==> src/rtl/ctrl_decode_stage_pkg.sv <==
// Shared definitions for the registered control decode stage: opcode/function
// encodings, ALU operations, FSM states and the control bundle payload.
package ctrl_decode_stage_pkg;

   localparam int unsigned INSTR_W   = 9;
   localparam int unsigned OPFUN_W   = 5;
   localparam int unsigned ALU_OP_W  = 4;
   localparam int unsigned ALU_SRC_W = 2;
   localparam int unsigned SEL_W     = 2;
   localparam int unsigned CNT_W     = 4;

   typedef enum logic [2:0] {
      OP_REG   = 3'b000,
      OP_ARITH = 3'b001,
      OP_SHIFT = 3'b010,
      OP_HARD  = 3'b011,
      OP_SLT   = 3'b100,
      OP_XOR   = 3'b101,
      OP_AND   = 3'b110,
      OP_OR    = 3'b111
   } op_code_t;

   typedef enum logic [1:0] {
      FN_LW     = 2'b00,
      FN_SW     = 2'b01,
      FN_BRANCH = 2'b10,
      FN_REDEF  = 2'b11
   } func_code_t;

   typedef enum logic [ALU_OP_W-1:0] {
      ALU_ADD    = 4'd0,
      ALU_SUB    = 4'd1,
      ALU_SHIFTL = 4'd2,
      ALU_SHIFTR = 4'd3,
      ALU_SLB    = 4'd4,
      ALU_BNZ    = 4'd5,
      ALU_SLT    = 4'd6,
      ALU_XOR    = 4'd7,
      ALU_AND    = 4'd8,
      ALU_OR     = 4'd9
   } alu_op_t;

   typedef enum logic {
      RUN       = 1'b0,
      LOAD_WAIT = 1'b1
   } dec_state_t;

   typedef struct packed {
      logic                 reg_imm;
      logic                 reg_write_src;
      logic                 mem_write;
      logic                 mem_read;
      logic                 reg_write;
      logic                 reg_read_write;
      logic                 reg_write_read;
      logic                 is_branch;
      alu_op_t              alu_op;
      logic [ALU_SRC_W-1:0] alu_src;
   } ctrl_bundle_t;

   localparam logic [SEL_W-1:0] REDEF_RESTORE = 2'b11;

endpackage

==> src/rtl/ctrl_decode_stage_comb.sv <==
// Pure combinational decode table: opcode/function field -> control bundle,
// plus the LW and REDEF classification the stage needs for its own bookkeeping.
module ctrl_decode_comb
   import ctrl_decode_stage_pkg::*;
(
   input  logic [OPFUN_W-1:0] op_fun,
   output ctrl_bundle_t       ctrl_c,
   output logic               lw_c,
   output logic               redef_c
);

   op_code_t   op;
   func_code_t fun2;
   logic       fun1;

   assign op   = op_code_t'(op_fun[4:2]);
   assign fun2 = func_code_t'(op_fun[1:0]);
   assign fun1 = op_fun[1];

   always_comb begin
      ctrl_c  = '0;
      lw_c    = 1'b0;
      redef_c = 1'b0;
      case (op)
         OP_REG: begin
            ctrl_c.reg_write = 1'b1;
            ctrl_c.alu_src   = 2'b01;
            ctrl_c.alu_op    = ALU_SLB;
         end
         OP_ARITH, OP_SHIFT: begin
            ctrl_c.reg_imm        = 1'b1;
            ctrl_c.reg_read_write = 1'b1;
            ctrl_c.reg_write_read = 1'b1;
            ctrl_c.reg_write      = 1'b1;
            if (op == OP_ARITH) ctrl_c.alu_op = fun1 ? ALU_SUB : ALU_ADD;
            else                ctrl_c.alu_op = fun1 ? ALU_SHIFTR : ALU_SHIFTL;
         end
         OP_HARD: begin
            case (fun2)
               FN_LW: begin
                  ctrl_c.reg_read_write = 1'b1;
                  ctrl_c.reg_write      = 1'b1;
                  ctrl_c.mem_read       = 1'b1;
                  ctrl_c.reg_write_src  = 1'b1;
                  lw_c                  = 1'b1;
               end
               FN_SW: begin
                  ctrl_c.reg_write_read = 1'b1;
                  ctrl_c.mem_write      = 1'b1;
               end
               FN_BRANCH: begin
                  ctrl_c.reg_write_read = 1'b1;
                  ctrl_c.alu_op         = ALU_BNZ;
                  ctrl_c.alu_src        = 2'b10;
                  ctrl_c.is_branch      = 1'b1;
               end
               default: redef_c = 1'b1;
            endcase
         end
         default: begin
            // SLT/XOR/AND/OR share one shape; only the ALU operation differs
            ctrl_c.reg_write_read = 1'b1;
            ctrl_c.reg_write      = 1'b1;
            ctrl_c.alu_src        = 2'b10;
            case (op)
               OP_SLT:  ctrl_c.alu_op = ALU_SLT;
               OP_XOR:  ctrl_c.alu_op = ALU_XOR;
               OP_AND:  ctrl_c.alu_op = ALU_AND;
               default: ctrl_c.alu_op = ALU_OR;
            endcase
         end
      endcase
   end

endmodule

==> src/rtl/ctrl_decode_stage.sv <==
// Registered decode stage: valid/ready intake, one-deep control bundle register,
// internal register-window pointers, LW stall FSM and branch flush.
module ctrl_decode_stage
   import ctrl_decode_stage_pkg::*;
#(
   parameter int unsigned LOAD_LAT = 1,
   parameter int unsigned PAW      = 2,
   parameter int unsigned R0_DEF   = 0,
   parameter int unsigned R1_DEF   = 1,
   parameter int unsigned W_DEF    = 2
) (
   input  logic           clk,
   input  logic           reset,
   input  logic           in_valid,
   output logic           in_ready,
   input  logic [8:0]     instr,
   input  logic           flush,
   output logic           out_valid,
   input  logic           out_ready,
   output logic [PAW-1:0] r0_sel,
   output logic [PAW-1:0] r1_sel,
   output logic [PAW-1:0] w_sel,
   output logic           reg_imm,
   output logic           reg_write_src,
   output logic           mem_write,
   output logic           mem_read,
   output logic           reg_write,
   output logic           reg_read_write,
   output logic           reg_write_read,
   output logic           is_branch,
   output logic [3:0]     alu_op,
   output logic [1:0]     alu_src
);

   dec_state_t       state_q, state_d;
   logic [CNT_W-1:0] cnt_q, cnt_d;
   logic             out_valid_q;
   ctrl_bundle_t     ctrl_q, dec_ctrl;
   logic             dec_lw, dec_redef;
   logic             accept;
   logic [SEL_W-1:0] redef_sel;
   logic [PAW-1:0]   redef_val;
   logic [PAW-1:0]   r0_win_q, r1_win_q, w_win_q;
   logic [PAW-1:0]   r0_sel_q, r1_sel_q, w_sel_q;

   ctrl_decode_comb u_decode (
      .op_fun  (instr[8:4]),
      .ctrl_c  (dec_ctrl),
      .lw_c    (dec_lw),
      .redef_c (dec_redef)
   );

   assign in_ready  = !reset && (state_q == RUN) && (!out_valid_q || out_ready);
   assign accept    = in_valid && in_ready;
   assign redef_sel = instr[3:2];
   assign redef_val = instr[PAW-1:0];

   // Load-wait FSM: LOAD_LAT blocked cycles follow an accepted LW
   always_comb begin
      state_d = state_q;
      cnt_d   = cnt_q;
      case (state_q)
         RUN: begin
            if (accept && dec_lw && (LOAD_LAT != 0)) begin
               state_d = LOAD_WAIT;
               cnt_d   = CNT_W'(LOAD_LAT);
            end
         end
         LOAD_WAIT: begin
            cnt_d = cnt_q - CNT_W'(1);
            if (cnt_q == CNT_W'(1)) state_d = RUN;
         end
         default: begin
            state_d = RUN;
            cnt_d   = '0;
         end
      endcase
      if (flush) begin
         state_d = RUN;
         cnt_d   = '0;
      end
   end

   always_ff @(posedge clk) begin
      if (reset) begin
         state_q <= RUN;
         cnt_q   <= '0;
      end else begin
         state_q <= state_d;
         cnt_q   <= cnt_d;
      end
   end

   // Bundle register; window pointers are captured alongside the bundle
   always_ff @(posedge clk) begin
      if (reset) begin
         out_valid_q <= 1'b0;
         ctrl_q      <= '0;
         r0_sel_q    <= '0;
         r1_sel_q    <= '0;
         w_sel_q     <= '0;
      end else if (flush) begin
         out_valid_q <= 1'b0;
      end else if (accept && !dec_redef) begin
         out_valid_q <= 1'b1;
         ctrl_q      <= dec_ctrl;
         r0_sel_q    <= r0_win_q;
         r1_sel_q    <= r1_win_q;
         w_sel_q     <= w_win_q;
      end else if (out_ready) begin
         out_valid_q <= 1'b0;
      end
   end

   always_ff @(posedge clk) begin
      if (reset) begin
         r0_win_q <= PAW'(R0_DEF);
         r1_win_q <= PAW'(R1_DEF);
         w_win_q  <= PAW'(W_DEF);
      end else if (accept && dec_redef && !flush) begin
         case (redef_sel)
            2'b00: r0_win_q <= redef_val;
            2'b01: r1_win_q <= redef_val;
            2'b10: w_win_q  <= redef_val;
            REDEF_RESTORE: begin
               r0_win_q <= PAW'(R0_DEF);
               r1_win_q <= PAW'(R1_DEF);
               w_win_q  <= PAW'(W_DEF);
            end
            default: ;
         endcase
      end
   end

   assign out_valid      = out_valid_q;
   assign r0_sel         = r0_sel_q;
   assign r1_sel         = r1_sel_q;
   assign w_sel          = w_sel_q;
   assign reg_imm        = ctrl_q.reg_imm;
   assign reg_write_src  = ctrl_q.reg_write_src;
   assign mem_write      = ctrl_q.mem_write;
   assign mem_read       = ctrl_q.mem_read;
   assign reg_write      = ctrl_q.reg_write;
   assign reg_read_write = ctrl_q.reg_read_write;
   assign reg_write_read = ctrl_q.reg_write_read;
   assign is_branch      = ctrl_q.is_branch;
   assign alu_op         = ctrl_q.alu_op;
   assign alu_src        = ctrl_q.alu_src;

endmodule

==> config.mk <==
export PLATFORM = sky130hd
export DESIGN_NAME = ctrl_decode_stage
export DESIGN_NICKNAME = d
export VERILOG_FILES = /design/src/rtl/ctrl_decode_stage_pkg.sv /design/src/rtl/ctrl_decode_stage_comb.sv /design/src/rtl/ctrl_decode_stage.sv
export SDC_FILE = /design/constraint.sdc
export NUM_CORES = 1
export LEC_CHECK = 0
export BUFFER_PORTS_ARGS = -buffer_cell sky130_fd_sc_hd__buf_2
export CAP_MARGIN = 20
export CORE_MARGIN = 3
export CORE_UTILIZATION = 50
export CTS_CLUSTER_SIZE = 25
export DETAILED_ROUTE_END_ITERATION = 6
export PLACE_DENSITY = 0.74
export SLEW_MARGIN = 10
export SYNTH_ARGS = -nofsm -noshare
export SYNTH_HDL_FRONTEND = slang
export SYNTH_SLANG_ARGS = --single-unit
export TNS_END_PERCENT = 5
==> constraint.sdc <==
create_clock -name clk -period 2.8 [get_ports clk]
set_clock_uncertainty 0.05 [all_clocks]
set_input_delay 0.56 -clock clk [delete_from_list [all_inputs] [get_ports clk]]
set_output_delay 0.56 -clock clk [all_outputs]
set_load 0.02 [all_outputs]
Yosys cells after proc, flatten, opt, wreduce, memory -nomap -nowiden. Index checks and enable logic that the tools add are counted.

Register bits: 32. Latch bits: 0. Memory bits (writable): 0. Memory bits (read-only): 0. Input port bits: 14. Logic and storage cells: 92. Memories: 0.

Add/sub/neg operators: 1. Multiply operators: 0. Div/mod/pow operators: 0. Magnitude comparators: 0. Equality and inequality tests: 13. Shift operators: 0. Muxes and demuxes: 30. Bitwise logic cells: 2. Reductions and logical operators: 27.

Operator list (number): 4-bit case mux with 3 select lines (2); 1-bit two-way mux (15); 2-bit case mux with 2 select lines (3); 3-bit equality test (second input constant) (3); 4-bit two-way mux (2); 4-bit case mux with 2 select lines (1); 2-bit AND reduction (4); 2-bit nonzero test (4); 1-bit logical AND (7); 7-bit two-way mux (1); 2-bit equality test (second input constant) (3); 3-bit by 2-bit equality test with 1-bit output (second input constant) (2); 3-bit two-way mux (2); 1-bit case mux with 2 select lines (3); 2-bit case mux with 3 select lines (1); 2-bit OR reduction (3); 2-bit by 1-bit equality test with 1-bit output (second input constant) (2); 4-bit by 1-bit equality test with 1-bit output (second input constant) (1); 1-bit zero test (4); 2-bit zero test (2); 4-bit by 1-bit subtractor with 4-bit output (second input constant) (1); 3-bit by 1-bit equality test with 1-bit output (second input constant) (1); 3-bit zero test (1); 3-bit OR reduction (1); 3 further kinds (4).

Logic depth before layout (Yosys ltp).
Depth in word-level cells: 7. Mapped depth: 7.

Modules after synthesis. From an unflattened synthesis, not the netlist that was laid out.

Cell total of the unflattened synthesis: 207. Area total of the unflattened synthesis: 1769.2 µm².

By module, submodules not included: ctrl_decode_stage (instances 1, cells each 170, area an instance 1516.5 µm², seq. area each 640.6 µm²); ctrl_decode_comb (instances 1, cells each 37, area an instance 252.7 µm², seq. area each 0.0 µm²).

Least setup slack after synthesis. Ideal clock, no wire load.

Path type: input to output. From: input port out_ready. To: output port in_ready. Arrival: 1.104 ns. Setup slack: 1.086 ns. Stages: 2. Cells stage by stage: nor2b_1 nor3_1.

Word-level cells in the longest chain between the ends: 2.

Ends and longest elaborated chain: start: declaration (line ctrl_decode_stage.sv:19) `input logic out_ready,`; 1-bit logical OR (line ctrl_decode_stage.sv:53) `assign in_ready = !reset && (state_q == RUN) && (!out_valid_q || out_ready);`; 1-bit logical AND (line ctrl_decode_stage.sv:53); end: declaration (line ctrl_decode_stage.sv:15) `output logic in_ready,`.

Every way passes these cells.

Worst setup path after layout.
From: input port reset. To: output port in_ready.

Word-level cells in the longest chain between the ends: 3.

Ends and longest elaborated chain: start: declaration (line ctrl_decode_stage.sv:13) `input logic reset,`; 1-bit zero test (line ctrl_decode_stage.sv:53); 1-bit logical AND (2 in a row) (line ctrl_decode_stage.sv:53).

Every way passes these cells.

==> results_dict.tcl <==
set metrics [dict create \
    dr.pass1.iters 4 \
    worstSetupPathType "in -> out" \
    cp-start-kind "input port" \
    postSynthCellCount 178 \
    clk_latency_ns 0.34 \
    synth_top_area_share_pct 38.1 \
    power_density_nw_per_um2 503 \
    cts-htree-levels 2 \
    die_y_um 63.1 \
    drc 0 \
    cts_tree "done" \
    cts.clk_slew.worst_paths_ns 0.10 \
    relSlewSlack_pct 60.7 \
    gp_congestion 0.828 \
    post-route-util_pct 60.4 \
    ctsHoldBuffers 0 \
    grt_usage_pct 19.8 \
    postCtsSetupBuffers 0 \
    placed_cell_area_um2 1770 \
    cts_resized 0 \
    seq_area_frac_synth_pct 38.1 \
    hold_viol_final 0 \
    placed_cells 245 \
    n_fill_cell 270 \
    die_area_um2 3980 \
    layout_setup_ws_ns 0.794 \
    endpoint_kind "output port" \
    synth_seq_cells 31 \
    grt_pass1_wl_mm 6.28 \
    tightest_slew_ns 0.589 \
    worst_hold_slack_ns 0.424 \
    die_w_um 63.1 \
    first_global_vias 1364 \
    worst_hold_path_type "reg -> reg" \
    n_antenna_cell 0 \
    crit_required_ns 2.19 \
    start_util_pct 52.9 \
    io_pins 36 \
    fmax_mhz 499 \
    netlist_top_cells_count "dfxtp_1, a21oi_1, nor2_1, o21ai_0, nand3_1" \
    antenna_found_initial 0 \
    leakage_nw 0.793 \
    clkSinkCount 31 \
    synth.most_common_cell "dfxtp_1" \
    setup_viol 0 \
    dp_slack_ns 0.635 \
    peakVddDrop_mv 0.358 \
    drive_above_1_share_pct 28.2 \
    coreArea_um2 3080 \
    syn-num-nets 201 \
    grt_overflow 0 \
    row_count 20 \
    final_cells 253 \
    final_cell_area_um2 1860 \
    ys_types 50 \
    ys.warnings.count 0 \
    grt_max_degree 24 \
    cap_viol_max_count 0 \
    drtAntennaViolNets 0 \
    route.vias.total 1414 \
    totalWireLength_mm 3.71 \
    area_growth_pct 14.2 \
    cts_root_buffer "clkbuf_4" \
    synthArstFlopShare_pct 0 \
    finalNetCount 231 \
    drv_slew 0 \
    fin_crit_sh_pct 71.6 \
    status "completed" \
    wire_per_inst_um 14.7 \
    portBuffers 35 \
    critPathMaxFanout 23 \
    synth_area_leaders "dfxtp_1, ha_1, a21oi_1" \
    numCtsBuffers 5 \
    rsz0062_at_grt "no" \
    power.total_mw 0.937 \
    vias_per_cell 5.59 \
    finalWorstPathRequiredPeriod_ns 2.01 \
    synth_top_cell_by_area "dfxtp_1" \
    synth_edf_count 0 \
    synthFlopType "dfxtp_1" \
    syn-cell-area_um2 1630 \
    timing.critical_path.arrival_ns 1.40 \
    ctsLongestPathBuffers 2 \
    avgSynthCellArea_um2 9.15 \
    tns_ns 0 \
    dp.final_hpwl_mm 2.72 \
    drtIter0Drc 57 \
]
path summary, 6_finish.rpt:
kind | from | to | slack [ns] | cells after the start
max | reset | in_ready | 0.79 | 4
min | r0_win_q[1]$_SDFFE_PP0P_ | r0_win_q[1]$_SDFFE_PP0P_ | 0.42 | 2
max reg2reg | state_q$_SDFF_PP0_ | reg_read_write$_SDFFE_PP0P_ | 1.01 | 4
min reg2reg | r0_win_q[1]$_SDFFE_PP0P_ | r0_win_q[1]$_SDFFE_PP0P_ | 0.42 | 2
final cells by class:
type                    count  area [um^2]  area share [%]
inverters                   9         33.8            1.82
multi-input cells         124          875            47.0
flip-flops and latches     31          621            33.4
well taps                  44         55.1            2.96
clock inverters             2         35.0            1.88
clock buffers               6         51.3            2.76
repair buffers             37          190            10.2
placed cells by master, fill, tap and decap left out, types with 2 or more instances in the layout:
cell type  Yosys  routed
buf_2          5      35
dfxtp_1       31      31
a21oi_1       14      14
o21ai_0       11      11
nor2_1        11      11
nand3_1       10      10
ha_1           9       9
inv_1          8       8
nand2_1        8       8
nor3_1         7       7
mux2i_1        7       7
clkbuf_4       0       5
a211oi_1       4       4
nor2b_1        2       2
nand2b_1       2       2
and4b_1        2       2
nand2_4        2       2
and2_1         2       2
o211ai_1       2       2
a31oi_1        2       2
or3_1          2       2
nand4b_1       2       2
a31o_2         2       2
buf_4          2       2
report_power, final:
| group | total [mW] | internal (mW) | switching (mW) |
|---|---|---|---|
| Clock | 0.369 | 0.211 | 0.158 |
| Combinational | 0.113 | 0.0399 | 0.0728 |
| Sequential | 0.455 | 0.450 | 0.00507 |
per-layer routing:
metal	vias to the layer above	GRT usage (%)	share of wire (%)
met5	-	0	0
met4	0	4.68	0.94
met3	4	6.24	4.8
met2	34	33.5	51
met1	676	24.4	43
li1	700	-	-
sequential cells by signal, summed over array words and instances (netlist names):
register / cells
reg_write: 1
alu_op: 4
reg_write_read: 1
w_win_q: 2
reg_write_src: 1
is_branch: 1
reg_read_write: 1
cnt_q: 4
r1_sel: 2
reg_imm: 1
r0_sel: 2
w_sel: 2
r1_win_q: 2
out_valid: 1
r0_win_q: 2
state_q: 1
mem_write: 1
alu_src: 2
critical path: stages:
cell and delay, ns:
buf_2 0.12, buf_4 0.21, nor3_1 0.28, buf_2 0.22
logic make-up after synthesis:
kind of cell	share of synthesized area (%)
adders and majority gates	6.91
xor gates and xnor gates	1.08
DFF	38.1
buffers and inverters	8.22
and+or+nand+nor	23.0
AOI/OAI and AO/OA	18.4
muxes	4.30
Power figures use the tool's default switching activity.
